==> config.mk <==
export PLATFORM = sky130hd
export DESIGN_NAME = ripple_count_monitor
export DESIGN_NICKNAME = d
export VERILOG_FILES = /design/src/rtl/ripple_mon_pkg.sv /design/src/rtl/sync_2ff.sv /design/src/rtl/ripple_count_monitor.sv
export SDC_FILE = /design/constraint.sdc
export NUM_CORES = 1
export LEC_CHECK = 0
export ABC_CLOCK_PERIOD_IN_PS = 2300
export CAP_MARGIN = 10
export CORE_ASPECT_RATIO = 0.75
export CORE_MARGIN = 8
export CORE_UTILIZATION = 35
export DETAILED_ROUTE_END_ITERATION = 8
export PLACE_DENSITY = 0.61
export SLEW_MARGIN = 20
export SYNTH_ARGS = -nofsm -noshare
export SYNTH_HDL_FRONTEND = slang
export SYNTH_SLANG_ARGS = --single-unit
export TNS_END_PERCENT = 20
==> constraint.sdc <==
create_clock -name clock -period 2.3 [get_ports clock]
set_clock_uncertainty 0.1 [all_clocks]
set_input_delay 0.46 -clock clock [delete_from_list [all_inputs] [get_ports clock]]
set_output_delay 0.46 -clock clock [all_outputs]
set_load 0.05 [all_outputs]
==> src/rtl/ripple_mon_pkg.sv <==
// Shared types and default sizing for the ripple counter monitor.
package ripple_mon_pkg;

    // Default width of the monitored count, the lap counter and the filter depth.
    localparam int unsigned MON_WIDTH         = 4;
    localparam int unsigned MON_LAP_W         = 8;
    localparam int unsigned MON_STABLE_CYCLES = 2;

    // Monitor FSM: waiting for the first stable value, then tracking decrements.
    typedef enum logic {
        ST_INIT  = 1'b0,
        ST_TRACK = 1'b1
    } mon_state_t;

endpackage

==> src/rtl/sync_2ff.sv <==
// Bitwise two-flop synchronizer for asynchronous inputs.
// Ports:
//   clock, reset : system clock, synchronous active-high reset (stages clear to 0)
//   d            : asynchronous input bits
//   q            : synchronized output (second stage)
module sync_2ff #(
    parameter int unsigned WIDTH = 1
) (
    input  logic             clock,
    input  logic             reset,
    input  logic [WIDTH-1:0] d,
    output logic [WIDTH-1:0] q
);

    logic [WIDTH-1:0] s1;

    // First stage may go metastable; only the second stage is consumed.
    always_ff @(posedge clock) begin
        if (reset) begin
            s1 <= '0;
            q  <= '0;
        end else begin
            s1 <= d;
            q  <= s1;
        end
    end

endmodule

==> src/rtl/ripple_count_monitor.sv <==
// Synchronous monitor for a ripple down-counter: synchronizes, filters ripple
// transients, and classifies each accepted value as step, wrap, resync or error.
// Ports:
//   clock, reset : system clock, synchronous active-high reset
//   count_in     : raw ripple counter output (asynchronous)
//   enable       : gates acceptance and pulses; filter keeps running
//   clear_err    : clears the sticky error flag (a new error wins)
//   count_out    : last accepted stable count
//   valid        : a first value has been accepted
//   step/wrap/resync : one-cycle classification pulses
//   laps         : saturating wrap counter
//   error        : sticky illegal-jump flag
module ripple_count_monitor
    import ripple_mon_pkg::*;
#(
    parameter int unsigned WIDTH         = MON_WIDTH,
    parameter int unsigned LAP_W         = MON_LAP_W,
    parameter int unsigned STABLE_CYCLES = MON_STABLE_CYCLES
) (
    input  logic             clock,
    input  logic             reset,
    input  logic [WIDTH-1:0] count_in,
    input  logic             enable,
    input  logic             clear_err,
    output logic [WIDTH-1:0] count_out,
    output logic             valid,
    output logic             step,
    output logic             wrap,
    output logic             resync,
    output logic [LAP_W-1:0] laps,
    output logic             error
);

    localparam int unsigned     RUN_W    = $clog2(STABLE_CYCLES + 1);
    localparam logic [RUN_W-1:0] RUN_MAX  = RUN_W'(STABLE_CYCLES);
    localparam logic [LAP_W-1:0] LAPS_MAX = '1;

    logic [WIDTH-1:0] s2;
    logic [WIDTH-1:0] hist;
    logic [RUN_W-1:0] run_prev;
    logic [RUN_W-1:0] run;
    logic             primed;

    mon_state_t       state, state_d;
    logic [WIDTH-1:0] count_d;
    logic [WIDTH-1:0] count_dec;
    logic [LAP_W-1:0] laps_d;
    logic             valid_d, step_d, wrap_d, resync_d, error_d;
    logic             accept;

    sync_2ff #(.WIDTH(WIDTH)) u_sync (
        .clock (clock),
        .reset (reset),
        .d     (count_in),
        .q     (s2)
    );

    // Length of the current run of identical s2 samples, saturating.
    always_comb begin
        if (s2 != hist) begin
            run = RUN_W'(1);
        end else if (run_prev == RUN_MAX) begin
            run = RUN_MAX;
        end else begin
            run = run_prev + RUN_W'(1);
        end
    end

    // Filter history; the cycle leaving reset does not count toward a run,
    // so the cleared s2/hist pair can never look like a stable zero.
    always_ff @(posedge clock) begin
        if (reset) begin
            hist     <= '0;
            run_prev <= '0;
            primed   <= 1'b0;
        end else begin
            hist     <= s2;
            run_prev <= primed ? run : '0;
            primed   <= 1'b1;
        end
    end

    // FSM state register.
    always_ff @(posedge clock) begin
        if (reset) begin
            state <= ST_INIT;
        end else begin
            state <= state_d;
        end
    end

    // Next-state, acceptance and classification.
    always_comb begin
        state_d   = state;
        count_d   = count_out;
        valid_d   = valid;
        step_d    = 1'b0;
        wrap_d    = 1'b0;
        resync_d  = 1'b0;
        laps_d    = laps;
        error_d   = error & ~clear_err;
        count_dec = WIDTH'(count_out - WIDTH'(1));
        accept    = enable && (run == RUN_MAX) &&
                    ((s2 != count_out) || (state == ST_INIT));

        case (state)
            ST_INIT: begin
                valid_d = 1'b0;
                if (accept) begin
                    count_d = s2;
                    valid_d = 1'b1;
                    state_d = ST_TRACK;
                end
            end
            ST_TRACK: begin
                if (accept) begin
                    count_d = s2;
                    if (s2 == count_dec) begin
                        step_d = 1'b1;
                        if (count_out == '0) begin
                            wrap_d = 1'b1;
                            if (laps != LAPS_MAX) begin
                                laps_d = laps + LAP_W'(1);
                            end
                        end
                    end else if (s2 == '0) begin
                        resync_d = 1'b1;
                    end else begin
                        error_d = 1'b1;
                    end
                end
            end
        endcase
    end

    // Registered outputs.
    always_ff @(posedge clock) begin
        if (reset) begin
            count_out <= '0;
            valid     <= 1'b0;
            step      <= 1'b0;
            wrap      <= 1'b0;
            resync    <= 1'b0;
            laps      <= '0;
            error     <= 1'b0;
        end else begin
            count_out <= count_d;
            valid     <= valid_d;
            step      <= step_d;
            wrap      <= wrap_d;
            resync    <= resync_d;
            laps      <= laps_d;
            error     <= error_d;
        end
    end

endmodule
After elaboration in Yosys (flattened, before gate mapping)
Cells that the tools add are included.

Register bits after elaboration: 33. Input bits: 8. Output and inout bits: 17. Word-level logic and storage cells: 51.

Add/sub/neg operators: 3. Equal/unequal tests: 6. Muxes and demuxes: 13. Bitwise logic cells: 6. Reduce and logical (&&, ||, !) cells: 10.

Operators with widths (count): two-way mux 1 bit (10); adder 8 x 1 -> 8 bit, second input constant (1); zero test 4 bit (2); != test 4 bit (2); != test 8 bit, second input constant (1); OR reduction 4 bit (2); NOT 1 bit (5); AND reduction 5 bit (1); equality test 2 bit, second input constant (2); equality test 4 bit (1); two-way mux 2 bit (2); two-way mux 4 bit (1); subtractor 4 x 1 -> 4 bit, second input constant (1); OR reduction 3 bit (1); adder 2 x 1 -> 2 bit, second input constant (1); logical AND 1 bit (2); OR reduction 2 bit (1); AND 1 bit (1); logical OR 1 bit (1).

Depth between registers and ports, before layout
Gate-level depths: netlist of the first run.

Word-level depth: 8. Mapped depth: 8.

Hierarchy
From an unflattened synthesis of the first run, not the netlist that was laid out.

Cells, all modules: 145. Area, all modules: 1386.3 um2.

Modules (own cells, without submodules): ripple_count_monitor (instances 1, cells each 129, area each 1176.1 um2); sync_2ff (instances 1, cells each 16, area each 210.2 um2).

Worst setup path after synthesis of the first run
OpenSTA, ideal clock, no wires.

Path kind: register to register. Start: register count_out[0]. End: register laps[0]. Arrival: 2.201 ns. Slack: -0.121 ns. Stages on the path, launching flop included: 8. Path buffers: 1. Path through: dfxtp_1 > inv_1 > ha_1 > xor2_1 > nand4_1 > buf_2 > nor3b_1 > mux2_2.

Cells in the longest elaborated chain, start to end: 4.

RTL lines: from (decl) (line ripple_count_monitor.sv:25) `output logic [WIDTH-1:0] count_out,`; from (signal assigned) (line ripple_count_monitor.sv:147) `count_out <= count_d;`; parallel branches: the longest is 3 deep, another holds subtractor 4 x 1 -> 4 bit; AND reduction 5 bit (no line) *; to (signal assigned) (line ripple_count_monitor.sv:152) `laps <= laps_d;`; to (decl) (line ripple_count_monitor.sv:30) `output logic [LAP_W-1:0] laps,`.

Mark *: on every way between the ends. A chain may end at the register's enable or synchronous reset.

Worst setup path in the final report of the first run
Start: register laps[3]. End: output laps[3].

No word-level cell between the ends.

==> results of run 1 <==
-- final timing paths --
path	depth (start not counted)	to	slack (ns)	from
max	1	laps[3]	0.16	laps[3]
min reg2reg	1	u_sync.q[0]	0.34	u_sync.s1[0]
min	1	u_sync.q[0]	0.34	u_sync.s1[0]
max reg2reg	5	laps[7]	0.23	u_sync.q[1]
-- sequential cells by signal (all words and copies together), names as in the netlist --
signal	flops
resync	1
error	1
wrap	1
u_sync.q	4
u_sync.s1	4
count_out	4
valid	1
run_prev	2
state	1
hist	4
step	1
laps	8
primed	1
-- power breakdown --
part	switching (W)	leakage [nW]	internal, W	total [W]
sequential	0.00000794	0.270	0.000583	0.000591
clock	0.000222	0.0543	0.000324	0.000546
combinational	0.0000334	0.368	0.0000336	0.0000669
-- Yosys cell counts, drive strengths merged (4+ instances only) --
cell,n
nor2b,15
or4,4
inv,6
mux2i,4
dfxtp,33
nand2,7
and4,4
xnor2,6
xor2,5
nor3,5
a21oi,8
o31ai,4
nand4,5
nor2,11
-- layout make-up --
type | count | area, sq um
multi-input cells | 97 | 688
inverters | 6 | 22.5
flip-flops and latches | 33 | 663
clock buffers | 5 | 68.8
well taps | 55 | 68.8
clock inverters | 3 | 46.3
fillers | 388 | 2070
repair buffers | 30 | 298
-- metal layers --
layer / vias up / share of wire (%)
met5: - / 0
met4: 0 / 1.7
met3: 7 / 5.2
met2: 20 / 44
met1: 519 / 49
li1: 565 / -
-- metrics by stage --
step,utilization (%),setup slack [ns],setup TNS (ns)
after floorplan,-,0.0601,0
after global placement,44.0,0.0179,0
after detailed placement,44.0,-0.0352,-0.0747
after CTS,46.9,0.149,0
after global routing,47.2,0.0563,0
final,47.2,0.158,0
-- cells by family after synthesis --
logic type,after synthesis,share of synthesized area (%)
compound gates,15,7.19
xor+xnor,11,6.92
fa+ha+maj,3,2.70
buf+inv,12,3.96
flops,33,47.5
mux,7,5.31
simple gates,61,26.4
-- repair_timing --
item / in CTS / in global routing
gates resized for setup: 0 / 2
endpoints found under the setup margin: 0 / 2
setup buffers: 0 / 0
==> flow_metrics.env, run 1 <==
export IMPL_outcome="finished, final reports clean"
export IMPL_max_clock_path_buffers=2
export IMPL_grt_most_used_layer="met2"
export IMPL_drt_iter0_markers=54
export IMPL_detail_route_first_pass_iterations=4
export IMPL_cts_hold_buffers_added=0
export IMPL_post_dp_cell_area_sq_mm=0.00173
export IMPL_mostFrequentLayoutCell="sky130_fd_sc_hd__dfxtp_1"
export IMPL_cp_arrival_ns=1.58
export IMPL_netlist_area_sq_mm=0.00139
export IMPL_cts_sinks=33
export IMPL_antenna_left=0
export IMPL_met1_usage_pct=12.8
export IMPL_worst_ep_required_time_ns=1.74
export IMPL_period_share_pct=93.1
export IMPL_final_hold_violation_count=0
export IMPL_hold_path_class="reg2reg"
export IMPL_clock_tree_htree_level_count=2
export IMPL_drt_total_wl_um=2920
export IMPL_grt_setup_unrepaired="false"
export IMPL_place_port_buffers=24
export IMPL_grt_overflow_total=0
export IMPL_clock_tree_root_cell="sky130_fd_sc_hd__clkbuf_8"
export IMPL_cts_buffers=5
export IMPL_crit_path_cell_trace="clkdlybuf4s50_1"
export IMPL_net_count_final=184
export IMPL_instances_no_fill=229
export IMPL_clock_latency_ns=0.28
export IMPL_cap_violations=0
export IMPL_fin_area_sq_mm=0.00186
export IMPL_grtUsageTotal_pct=10.5
export IMPL_remaining_drc_errors=0
export IMPL_floorplan_die_width_um=88.8
export IMPL_netlist_instances=142
export IMPL_yosys_area_top_type_share_pct=47.5
export IMPL_critPathKind="reg2out"
export IMPL_ys_seq_elements=33
export IMPL_total_of_warnings_raised_by_yosys=0
export IMPL_grt_first_pass_wirelength_um=5130
export IMPL_hpwlAfterDp_um=2160
export IMPL_grt_max_degree=22
export IMPL_syn_avg_cell_area_sq_um=9.80
export IMPL_synth_top_cells_by_area="sky130_fd_sc_hd__dfxtp_1 (47%), sky130_fd_sc_hd__nor2b_1 (6.7%), sky130_fd_sc_hd__xnor2_1 (3.8%), sky130_fd_sc_hd__xor2_1 (3.1%), sky130_fd_sc_hd__nor2_1 (3.0%)"
export IMPL_areaGrowthSynthToFinish_pct=33.4
export IMPL_power_density_cell_area_mw_per_mm2=649
export IMPL_syn_num_nets=153
export IMPL_worst_setup_path_end_kind="primary output"
export IMPL_wl_per_cell_um=12.7
export IMPL_placeableCoreArea_sq_mm=0.00393
export IMPL_io_pins=25
export IMPL_worst_path_largest_cell_delay_ns=0.85
export IMPL_path_clk_slew_ns=0.07
export IMPL_family_of_cells_with_the_greatest_summed_delay_on_the_critical_path="buffers and inverters"
export IMPL_setup_viol=0
export IMPL_grtUsageMet2_pct=15.5
export IMPL_final_max_slew_viol_count=0
export IMPL_groute_layer_met3_usage_pct=4.28
export IMPL_initial_standard_cell_utilization_of_the_core_pct=35.4
export IMPL_ys_types=31
export IMPL_max_freq_mhz=467
export IMPL_die_area_sq_mm=0.00627
export IMPL_grt_antenna_before_repair=0
export IMPL_layout_drive_gt1_share_pct=12.1
export IMPL_tritoncts="built"
export IMPL_rows=20
export IMPL_post_layout_total_power_w=0.00120
export IMPL_cpMaxStageDelayCell="sky130_fd_sc_hd__clkdlybuf4s50_1"
export IMPL_worstPathBufferInverterCount=1
export IMPL_peakVddDrop_mv=0.356
export IMPL_period_needed_ns=2.14
export IMPL_floorplan_die_height_um=70.6
export IMPL_synth_edff_count=0
export IMPL_synth_largest_area_cell="sky130_fd_sc_hd__dfxtp_1"
export IMPL_ys_flop_type="sky130_fd_sc_hd__dfxtp_1"
export IMPL_worstPathMaxFanout=7
export IMPL_synth_async_reset_ratio_pct=0
export IMPL_cp_start_kind="flip-flop"
export IMPL_worst_slew_pin_transition_ns=0.548
export IMPL_grt_pass1_vias=1095
export IMPL_dp_cell_count=221
export IMPL_max_slew_margin_pct=63.3
export IMPL_worst_hold_slack_ns=0.339
export IMPL_gp_routability_congestion=0.793
export IMPL_most_common_layout_cells="sky130_fd_sc_hd__dfxtp_1 (31), sky130_fd_sc_hd__clkdlybuf4s50_1 (24), sky130_fd_sc_hd__nor2b_1 (15), sky130_fd_sc_hd__nor2_1 (11), sky130_fd_sc_hd__a21oi_1 (8)"
export IMPL_synth_yosys_seq_area_share_pct=47.5
export IMPL_via_count=1111
export IMPL_antennaDiodeCount=0
export IMPL_static_leakage_power_nw=0.691
export IMPL_vias_per_cell=4.85
No activity file was read; power rests on OpenSTA's default activity.
==> run 2, diff against run 1 <==
--- a/config.mk
+++ b/config.mk
@@ -10,6 +10,7 @@
 export CORE_ASPECT_RATIO = 0.75
 export CORE_MARGIN = 8
 export CORE_UTILIZATION = 35
+export CTS_BUF_LIST = sky130_fd_sc_hd__clkbuf_16
 export DETAILED_ROUTE_END_ITERATION = 8
 export PLACE_DENSITY = 0.61
 export SLEW_MARGIN = 20
==> run 2 against run 1 <==
Against the previous run: non-clock buffer count unchanged; largest cell class unchanged; global-route usage grew 0.19 points; clock-buffer cell count unchanged; critical endpoint unchanged; setup slack better by 0.0063 ns; worst hold slack got worse by 0.0058 ns; die area unchanged; routed wire length rose by 0.45%; maximum frequency is 0.29% higher; clock power increased by 40%; utilization grew 1.4 points; sequential power is essentially flat; final area grew 3.0%.
==> flow_metrics.env, run 2 (synthesis results as in run 1) <==
export IMPL_cp_start_kind="flip-flop"
export IMPL_clock_latency_ns=0.28
export IMPL_grt_max_degree=22
export IMPL_largest_register_ffs=8
export IMPL_worst_hold_slack_ns=0.334
export IMPL_max_freq_mhz=468
export IMPL_final_hold_violation_count=0
export IMPL_cp_arrival_ns=1.58
export IMPL_worst_path_largest_cell_delay_ns=0.85
export IMPL_worstPathBufferInverterCount=1
export IMPL_final_setup_worst_slack_ns=0.164
export IMPL_family_of_cells_with_the_greatest_summed_delay_on_the_critical_path="buffers and inverters"
export IMPL_worstPathMaxFanout=7
export IMPL_worst_slew_pin_transition_ns=0.555
export IMPL_place_worst_setup_slack_ns=-0.0352
export IMPL_static_leakage_power_nw=0.717
export IMPL_outcome="finished, final reports clean"
export IMPL_antennaDiodeCount=0
export IMPL_grt_pass1_vias=1096
export IMPL_antenna_left=0
export IMPL_post_cts_repair_setup_buffers=0
export IMPL_crit_path_cell_trace="clkdlybuf4s50_1"
export IMPL_grt_setup_unrepaired="false"
export IMPL_net_count_final=184
export IMPL_largest_register="laps"
export IMPL_worst_ep_required_time_ns=1.74
export IMPL_hold_path_class="reg2reg"
export IMPL_grt_antenna_before_repair=0
export IMPL_max_slew_margin_pct=62.9
export IMPL_clock_tree_htree_level_count=2
export IMPL_most_common_layout_cells="sky130_fd_sc_hd__dfxtp_1 (31), sky130_fd_sc_hd__clkdlybuf4s50_1 (24), sky130_fd_sc_hd__nor2b_1 (15), sky130_fd_sc_hd__nor2_1 (11), sky130_fd_sc_hd__a21oi_1 (8)"
export IMPL_mostFrequentLayoutCell="sky130_fd_sc_hd__dfxtp_1"
export IMPL_setup_viol=0
export IMPL_floorplan_die_width_um=88.8
export IMPL_power_density_cell_area_mw_per_mm2=743
export IMPL_final_max_slew_viol_count=0
export IMPL_cts_sinks=33
export IMPL_cts_buffers=5
export IMPL_hpwlAfterDp_um=2160
export IMPL_initial_standard_cell_utilization_of_the_core_pct=35.4
export IMPL_layout_drive_gt1_share_pct=12.1
export IMPL_period_share_pct=92.9
export IMPL_remaining_drc_errors=0
export IMPL_peakVddDrop_mv=0.388
export IMPL_detail_route_first_pass_iterations=4
export IMPL_cap_violations=0
export IMPL_period_needed_ns=2.14
export IMPL_critPathKind="reg2out"
export IMPL_via_count=1114
export IMPL_drt_iter0_markers=85
export IMPL_grtUsageTotal_pct=10.7
export IMPL_path_clk_slew_ns=0.05
export IMPL_vias_per_cell=4.86
export IMPL_drt_total_wl_um=2930
export IMPL_floorplan_die_height_um=70.6
export IMPL_clock_tree_root_cell="sky130_fd_sc_hd__clkbuf_16"
export IMPL_cpMaxStageDelayCell="sky130_fd_sc_hd__clkdlybuf4s50_1"
export IMPL_tritoncts="built"
export IMPL_final_setup_tns_ns=0
export IMPL_io_pins=25
export IMPL_place_port_buffers=24
export IMPL_grt_first_pass_wirelength_um=5140
export IMPL_areaGrowthSynthToFinish_pct=37.4
export IMPL_placeableCoreArea_sq_mm=0.00393
export IMPL_grt_overflow_total=0
export IMPL_wl_per_cell_um=12.8
export IMPL_worst_setup_path_end_kind="primary output"
export IMPL_max_clock_path_buffers=2
export IMPL_rows=20
export IMPL_die_area_sq_mm=0.00627
export IMPL_gp_routability_congestion=0.793
-- run 2: cell counts in the layout (fill, tap and decap cells not counted) --
Identical to the previous run, type by type.
-- run 2: per-stage QoR --
| step | utilization, % | area, sq um | total power (W) | std cells |
|---|---|---|---|---|
| global placement | 44.0 | 1730 | 0.000667 | 221 |
| floorplan | - | 1390 | 0.000641 | 142 |
| detailed placement | 44.0 | 1730 | 0.000669 | 221 |
| global route | 48.7 | 1910 | 0.00146 | 229 |
| finish | 48.7 | 1910 | 0.00142 | 229 |
| CTS | 48.3 | 1900 | 0.00143 | 229 |
-- run 2: path summary, 6_finish.rpt --
check | cells after the start | to | slack (ns) | start
worst max-delay path | 1 | laps[3] | 0.16 | laps[3]
worst min-delay path | 1 | u_sync.q[0] | 0.33 | u_sync.s1[0]
worst max register to register | 5 | laps[7] | 0.23 | u_sync.q[1]
worst min register to register | 1 | u_sync.q[0] | 0.33 | u_sync.s1[0]
-- run 2: layout make-up --
type | count | area, sq um
inverter | 6 | 22.5
clock buffer | 5 | 125
multi-input combinational | 97 | 688
fill | 384 | 2020
clock inverter | 3 | 46.3
tap | 55 | 68.8
timing repair buffer | 30 | 298
sequential | 33 | 663
-- run 2: power by group --
part	internal, W	total, W	switching [W]
Clock	0.000512	0.000763	0.000251
Sequential	0.000584	0.000591	0.00000787
Combinational	0.0000336	0.0000667	0.0000332
Total	0.00113	0.00142	0.000292
-- run 2: timing repair --
action                     CTS  global route
setup endpoints to repair    0             1
resized for setup            0             2
hold buffers                 0             0
-- run 2: per-layer routing --
metal | vias to the layer above | global-route usage (%) | share of wire, %
li1 | 568 | - | -
met2 | 23 | 15.4 | 43
met3 | 7 | 5.67 | 6.9
met4 | 0 | 5.05 | 1.6
met5 | - | 0 | 0
met1 | 516 | 12.7 | 48
==> run 3, diff against run 2 <==
--- a/config.mk
+++ b/config.mk
@@ -12,6 +12,7 @@
 export CORE_UTILIZATION = 35
 export CTS_BUF_LIST = sky130_fd_sc_hd__clkbuf_16
 export DETAILED_ROUTE_END_ITERATION = 8
+export GPL_TIMING_DRIVEN = 0
 export PLACE_DENSITY = 0.61
 export SLEW_MARGIN = 20
 export SYNTH_ARGS = -nofsm -noshare
==> run 3 against run 2 <==
Against the previous run: clock power decreased by 2%; non-clock buffer count unchanged; register-to-register slack got worse by 0.06 ns; critical endpoint is now laps[5]; flip-flop and latch count unchanged; clock-buffer cell count unchanged; first-iteration DRC count decreased by 36%; sequential share of layout area increased by 0.69 points; maximum frequency increased by 0.48%; utilization decreased by 0.96 points; final area decreased by 2.0%; global-route usage decreased by 0.12 points; routed wire length decreased by 0.44%.
==> flow_metrics.env, run 3 (synthesis results as in run 1) <==
export IMPL_worstPathBufferInverterCount=2
export IMPL_die_area_sq_mm=0.00627
export IMPL_critPathKind="reg2reg"
export IMPL_grt_overflow_total=0
export IMPL_largest_register_ffs=8
export IMPL_clock_tree_root_cell="sky130_fd_sc_hd__clkbuf_16"
export IMPL_tritoncts="built"
export IMPL_hold_path_class="reg2reg"
export IMPL_hpwlAfterDp_um=2180
export IMPL_family_of_cells_with_the_greatest_summed_delay_on_the_critical_path="simple AND/OR/NAND/NOR gates"
export IMPL_cp_arrival_ns=2.19
export IMPL_outcome="finished, final reports clean"
export IMPL_grt_pass1_vias=1083
export IMPL_gp_routability_congestion=0.825
export IMPL_final_max_slew_viol_count=0
export IMPL_drt_total_wl_um=2920
export IMPL_grt_antenna_before_repair=0
export IMPL_antenna_left=0
export IMPL_remaining_drc_errors=0
export IMPL_power_density_cell_area_mw_per_mm2=746
export IMPL_io_pins=25
export IMPL_floorplan_die_height_um=70.6
export IMPL_r2r_start="u_sync.q[1]"
export IMPL_vias_per_cell=4.76
export IMPL_cap_violations=0
export IMPL_max_slew_margin_pct=50.3
export IMPL_worst_slew_pin_transition_ns=0.740
export IMPL_floorplan_die_width_um=88.8
export IMPL_crit_path_cell_trace="buf_2, xnor2_1, and4_1, nand3_2, buf_6, nor4_4, mux2_1"
export IMPL_path_clk_slew_ns=0.05
export IMPL_worst_path_largest_cell_delay_ns=0.34
export IMPL_post_cts_repair_setup_buffers=0
export IMPL_net_count_final=184
export IMPL_drt_iter0_markers=54
export IMPL_worst_ep_required_time_ns=2.36
export IMPL_worstPathMaxFanout=10
export IMPL_rows=20
export IMPL_top_layer_used="met4"
export IMPL_most_common_layout_cells="sky130_fd_sc_hd__dfxtp_1 (31), sky130_fd_sc_hd__clkdlybuf4s50_1 (24), sky130_fd_sc_hd__nor2b_1 (15), sky130_fd_sc_hd__nor2_1 (11), sky130_fd_sc_hd__a21oi_1 (8)"
export IMPL_via_count=1090
export IMPL_placeableCoreArea_sq_mm=0.00393
export IMPL_met2_routed_wirelength_um=1260
export IMPL_static_leakage_power_nw=0.697
export IMPL_wl_per_cell_um=12.7
export IMPL_period_share_pct=92.4
export IMPL_cpMaxStageDelayCell="sky130_fd_sc_hd__mux2_1"
export IMPL_dp_cell_count=221
export IMPL_nFillCells=377
export IMPL_final_hold_violation_count=0
export IMPL_grt_max_degree=12
export IMPL_setup_viol=0
export IMPL_place_port_buffers=24
export IMPL_layout_drive_gt1_share_pct=9.77
export IMPL_worst_hold_slack_ns=0.332
export IMPL_antennaDiodeCount=0
export IMPL_largest_register="laps"
export IMPL_cp_start_kind="flip-flop"
export IMPL_worst_setup_path_end_kind="flip-flop"
export IMPL_areaGrowthSynthToFinish_pct=34.7
export IMPL_final_setup_tns_ns=0
export IMPL_grt_first_pass_wirelength_um=5070
export IMPL_clock_latency_ns=0.28
export IMPL_max_freq_mhz=470
export IMPL_grtUsageTotal_pct=10.6
export IMPL_dr_wl_met3_um=196
export IMPL_instances_no_fill=229
export IMPL_max_clock_path_buffers=2
export IMPL_peakVddDrop_mv=0.426
export IMPL_mostFrequentLayoutCell="sky130_fd_sc_hd__dfxtp_1"
export IMPL_worst_hold_startpoint="u_sync.s1[3]"
export IMPL_period_needed_ns=2.13
export IMPL_cts_sinks=33
export IMPL_initial_standard_cell_utilization_of_the_core_pct=35.4
export IMPL_clock_tree_htree_level_count=2
export IMPL_met1_wire_length_um=1400
export IMPL_detail_route_first_pass_iterations=4
export IMPL_grt_setup_unrepaired="false"
export IMPL_cts_buffers=5
export IMPL_startpoint="u_sync.q[1]"
[run 3: cell count changes in the layout (fill, tap and decap cells not counted), sizes merged]
cell / before / now
buf: 6 / 3
clkbuf: 5 / 8
[run 3: routing by layer]
| layer | global-route usage, % | vias up |
|---|---|---|
| met5 | 0 | - |
| li1 | - | 558 |
| met3 | 4.40 | 7 |
| met2 | 14.5 | 19 |
| met4 | 6.17 | 0 |
| met1 | 13.3 | 506 |
[run 3: report_power, final]
part	switching [W]	leakage [nW]	total (W)	internal, W
registers	0.00000645	0.270	0.000590	0.000584
clock network	0.000239	0.0775	0.000745	0.000506
logic	0.0000329	0.350	0.0000637	0.0000308
total	0.000278	0.697	0.00140	0.00112
[run 3: layout make-up]
class,instances,area [sq um],share of cell area (%)
clock inverters,3,41.3,2.20
repair buffers,24,240,12.8
plain buffers,6,32.5,1.74
well taps,55,68.8,3.67
multi-input cells,97,681,36.3
inverters,6,22.5,1.20
clock buffers,5,125,6.68
flip-flops and latches,33,663,35.4
[run 3: timing repair]
action / in CTS / in global routing
hold buffers: 0 / 0
setup endpoints to repair: 0 / 1
gates resized for setup: 0 / 1
[run 3: worst paths after layout]
path	endpoint	slack (ns)	cells after the start
setup / recovery	laps[5]	0.17	7
hold / removal	u_sync.q[3]	0.33	1
setup reg to reg	laps[5]	0.17	7
hold reg to reg	u_sync.q[3]	0.33	1
[run 3: stage by stage]
step | area [sq um] | utilization [%] | worst slack [ns] | power, W
after floorplan | 1390 | - | 0.0601 | 0.000641
after global placement | 1700 | 43.3 | -0.0649 | 0.000665
after detailed placement | 1700 | 43.3 | -0.0695 | 0.000667
after CTS | 1870 | 47.6 | 0.112 | 0.00141
after global routing | 1870 | 47.7 | 0.0281 | 0.00144
final | 1870 | 47.7 | 0.174 | 0.00140
==> variant 1 (settings of run 1) <==
Change the package constant `MON_LAP_W` from 8 to 12.
--- a/src/rtl/ripple_mon_pkg.sv
+++ b/src/rtl/ripple_mon_pkg.sv
@@ -4,5 +4,5 @@
     // Default width of the monitored count, the lap counter and the filter depth.
     localparam int unsigned MON_WIDTH         = 4;
-    localparam int unsigned MON_LAP_W         = 8;
+    localparam int unsigned MON_LAP_W         = 12;
     localparam int unsigned MON_STABLE_CYCLES = 2;
 
Interface: changed (resized laps); port bits go from 25 to 29. The function was not compared with the original's and may differ.
==> variant 1 against run 1 <==
Die area up 13%. Wire length up 31%. Sequential cell count up 4. Worst setup slack worse by 0.13 ns. Clock power down 16%. Total power down 0.88%. Cell area up 18%. Synthesized area up 16%. Critical path type is now reg -> reg. Largest power group unchanged.
==> variant 1: results <==
[clocking]
htreeDepth = 2
ctsLongestPathBuffers = 2

[logic_synthesis]
syn_nets = 189
synth.cells.most_frequent = "dfxtp_1 (37), a21oi_1 (15), nor2b_1 (14)"
ys_types = 36
postSynthCellCount = 178
synth_area_leaders = "dfxtp_1 (46%), nor2b_1 (5.4%), xor2_1 (4.9%)"
ys_seq_area_share_pct = 45.9

[placement]
port_buffers = 28
place_ws_ns = -0.00000133
dp_hpwl_um = 2550

[layout]
drive_gt1_share_pct = 20.0
final_nets = 225
largest_register_ff_count = 12

[pwr]
ir_drop_uv = 341
p_leak_nw = 0.759
switching_share_pct = 24.7

[setup_path]
crit_path_start = "count_out[0]$_SDFFE_PP0N_"
critical-path-max-stage-delay_ns = 0.48
cp_top_family = "simple AND/OR/NAND/NOR gates"
arrival_ns = 2.40
cp_slowest_cell = "or4b_1"
path_max_fanout = 6

[detailed_routing]
firstDrtPassIters = 4
vias = 1369
first_iter_violations = 72
wl_per_cell_um = 14.1

[grt]
grt_util_met1_pct = 14.3
grt_max_degree = 33
grt_pass1_vias = 1358
use_met2_pct = 15.8
grt_use_met3_pct = 5.38
grt_usage_pct = 11.1
grt_pass1_wl_um = 6130

[sta]
worst_slew_pin_slew_ns = 0.531

[hold_path]
worst_hold_startpoint = "u_sync.s1[2]$_SDFF_PP0_"

[status]
outcome = "complete, no violations"
variant 1: cell types whose count changed in the layout (fill, tap and decap cells not counted), sizes merged, moves of 4 or more:
cell	before	now
nand3	2	11
a21oi	8	15
clkdlybuf4s50	24	28
dfxtp	33	37
mux2i	4	0
nand2	7	11
o21ai	0	4
or3	1	5
xnor2	6	2
xor2	5	9
variant 1: layout make-up:
class	instances	area, um2
sequential	37	756
tap	57	71.3
clock buffer	5	68.8
inverter	8	30.0
fill	431	2240
clock inverter	3	21.3
timing repair buffer	36	353
multi-input combinational	126	896
variant 1: repair_timing:
action	4_1_cts	5_1_grt
endpoints found under the setup margin	0	7
buffers inserted	0	0
resized for setup	0	9
variant 1: cell families after synthesis:
group | Yosys count | synth area share, %
and+or+nand+nor | 79 | 28.9
AOI/OAI and AO/OA | 29 | 10.9
adders and majority gates | 3 | 2.33
muxes | 2 | 1.40
buffers and inverters | 17 | 4.57
xor gates and xnor gates | 11 | 5.97
DFF | 37 | 45.9
variant 1: worst paths after layout:
path,end,slack [ns],depth (start not counted)
worst max register to register,laps[8]$_SDFFE_PP0P_,0.03,6
worst min-delay path,u_sync.q[2]$_SDFF_PP0_,0.34,1
worst min register to register,u_sync.q[2]$_SDFF_PP0_,0.34,1
worst max-delay path,laps[8]$_SDFFE_PP0P_,0.03,6
variant 1: power by group through the flow:
stage	Sequential, mW	Combinational, mW	Clock, mW
finish	0.658	0.0762	0.459
global route	0.659	0.0835	0.500
CTS	0.657	0.0723	0.472
detailed placement	0.672	0.0719	0
global placement	0.672	0.0718	0
floorplan	0.670	0.0429	0
variant 1: stage by stage:
stage	instance area (um2)	utilization (%)	hold WS (ns)	power [mW]	cells
finish	2200	49.5	0.340	1.19	272
global route	2200	49.5	0.355	1.24	272
CTS	2130	48.0	0.344	1.20	270
detailed placement	2040	46.0	0.325	0.744	262
global placement	2040	46.0	0.320	0.744	262
floorplan	1670	-	0.314	0.713	178
variant 1: metal layers:
metal / vias to the layer above / wire [um]
met5: - / 0
met4: 0 / 43
met3: 4 / 291
met2: 37 / 1500
met1: 621 / 2000
li1: 707 / -
variant 1: worst reg2reg max path: stages (launching register included):
cell     delay, ns
dfxtp_4       0.35
buf_4         0.14
nor3_1        0.31
xnor2_2       0.21
or3b_4        0.47
or4b_1        0.48
a21oi_1       0.14
==> variant 2 (settings of run 1) <==
Made on the original files. Put one more register stage on the output `count_out`, cleared by the reset. The value now appears one clock later. The other outputs are not delayed to match.
--- a/src/rtl/ripple_count_monitor.sv
+++ b/src/rtl/ripple_count_monitor.sv
@@ -35,4 +35,6 @@
     localparam logic [RUN_W-1:0] RUN_MAX  = RUN_W'(STABLE_CYCLES);
     localparam logic [LAP_W-1:0] LAPS_MAX = '1;
+
+    logic [WIDTH-1:0] count_s0;
 
     logic [WIDTH-1:0] s2;
@@ -93,5 +95,5 @@
     always_comb begin
         state_d   = state;
-        count_d   = count_out;
+        count_d   = count_s0;
         valid_d   = valid;
         step_d    = 1'b0;
@@ -100,7 +102,7 @@
         laps_d    = laps;
         error_d   = error & ~clear_err;
-        count_dec = WIDTH'(count_out - WIDTH'(1));
+        count_dec = WIDTH'(count_s0 - WIDTH'(1));
         accept    = enable && (run == RUN_MAX) &&
-                    ((s2 != count_out) || (state == ST_INIT));
+                    ((s2 != count_s0) || (state == ST_INIT));
 
         case (state)
@@ -118,5 +120,5 @@
                     if (s2 == count_dec) begin
                         step_d = 1'b1;
-                        if (count_out == '0) begin
+                        if (count_s0 == '0) begin
                             wrap_d = 1'b1;
                             if (laps != LAPS_MAX) begin
@@ -137,5 +139,5 @@
     always_ff @(posedge clock) begin
         if (reset) begin
-            count_out <= '0;
+            count_s0 <= '0;
             valid     <= 1'b0;
             step      <= 1'b0;
@@ -145,5 +147,5 @@
             error     <= 1'b0;
         end else begin
-            count_out <= count_d;
+            count_s0 <= count_d;
             valid     <= valid_d;
             step      <= step_d;
@@ -155,3 +157,11 @@
     end
 
+    always_ff @(posedge clock) begin
+        if (reset) begin
+            count_out <= '0;
+        end else begin
+            count_out <= count_s0;
+        end
+    end
+
 endmodule
Check against the original RTL: not equivalent (Yosys sat finds a counterexample within 10 cycles, from zero or initial values and one cycle with reset high).
==> variant 2 against run 1 <==
Sequential cell count grew 4. Synthesized area increased by 4.6%. Largest power group is now clock. Worst setup slack better by 0.0079 ns. Non-clock buffer count rose by 3. Wire length grew 5.9%. Die area increased by 3.6%. Via count grew 5.9%. Cell area up 4.8%. Total power rose by 16%. Highest routed layer unchanged.
==> variant 2: results <==
[status]
outcome = "complete, no violations"

[detailed_routing]
vias = 1176
wl_per_cell_um = 12.6
firstDrtPassIters = 5
first_iter_violations = 52

[logic_synthesis]
synth_area_leaders = "dfxtp_1 (51%), nor2b_1 (6.0%), a21oi_1 (3.8%)"
syn_nets = 168
ys_types = 34
synth_compound_area_share_pct = 11.9
ys_seq_area_share_pct = 50.9
postSynthCellCount = 157
synthXorXnorAreaFrac_pct = 6.62
synth.cells.most_frequent = "dfxtp_1 (37), nor2b_1 (14), nand2_1 (12)"

[grt]
grt_usage_pct = 9.88
grt_max_degree = 30
use_met2_pct = 15.6
grt_antenna_before_repair = 0
grt_util_met1_pct = 11.2
grt_use_met3_pct = 4.38

[placement]
place_area_um2 = 1800
dp_hpwl_um = 2230
post-place-cells = 237

[pwr]
p_leak_nw = 0.713
ir_drop_uv = 293

[sta]
whs_ns = 0.342

[layout]
drive_gt1_share_pct = 10.0
fillers = 400
final_nets = 200

[hold_path]
whs_endpoint = "u_sync.q[1]$_SDFF_PP0_"
worst_hold_startpoint = "u_sync.s1[1]$_SDFF_PP0_"

[setup_path]
r2r_slack_ns = 0.17
r2r-start = "u_sync.q[2]$_SDFF_PP0_"

[clocking]
post-cts-setup-buffer-count = 0
numCtsBuffers = 5
## variant 2: changes by cell type in the layout (fill, tap and decap cells not counted), moves of 4 or more
cell / before / now
and4_1: 4 / 0
buf_4: 5 / 9
dfxtp_1: 31 / 37
mux2i_1: 4 / 0
nand2_1: 7 / 12
nand3_1: 1 / 7
## variant 2: what timing repair did
| action | in CTS | in global routing |
|---|---|---|
| hold endpoints to repair | 0 | 0 |
| endpoints found under the setup margin | 0 | 3 |
| gates resized for setup | 0 | 2 |
## variant 2: area by class of cell
cell class / instances / area [um2] / area share, %
Clock buffer: 5 / 68.8 / 3.54
Clock inverter: 3 / 68.8 / 3.54
Inverter: 9 / 33.8 / 1.74
Multi-Input combinational cell: 103 / 656 / 33.7
Sequential cell: 37 / 741 / 38.1
Tap cell: 55 / 68.8 / 3.54
Timing Repair Buffer: 33 / 308 / 15.8
## variant 2: power breakdown
group          switching [mW]  internal [mW]
clock                   0.236          0.436
combinational          0.0310         0.0336
sequential            0.00859          0.652
total                   0.276           1.12
## variant 2: worst max-delay path by stage
stage                        startpoint              endpoint  slack, ns  depth (start not counted)
3_5_place_dp                     enable  laps[0]$_SDFFE_PP0P_       0.04                          6
2_1_floorplan      laps[0]$_SDFFE_PP0P_  laps[6]$_SDFFE_PP0P_       0.15                          7
6_report           laps[3]$_SDFFE_PP0P_               laps[3]       0.17                          1
5_1_grt          u_sync.q[2]$_SDFF_PP0_  laps[7]$_SDFFE_PP0P_      0.003                          5
3_3_place_gp                     enable  laps[0]$_SDFFE_PP0P_       0.07                          6
4_1_cts        count_s0[0]$_SDFFE_PP0N_  laps[6]$_SDFFE_PP0P_       0.10                          8
## variant 2: metal layers
layer	vias up	routed length [um]	share of wire, %
met4	0	36	1.2
li1	600	-	-
met1	539	1420	46
met2	32	1410	46
met3	5	220	7.1
met5	-	0	0
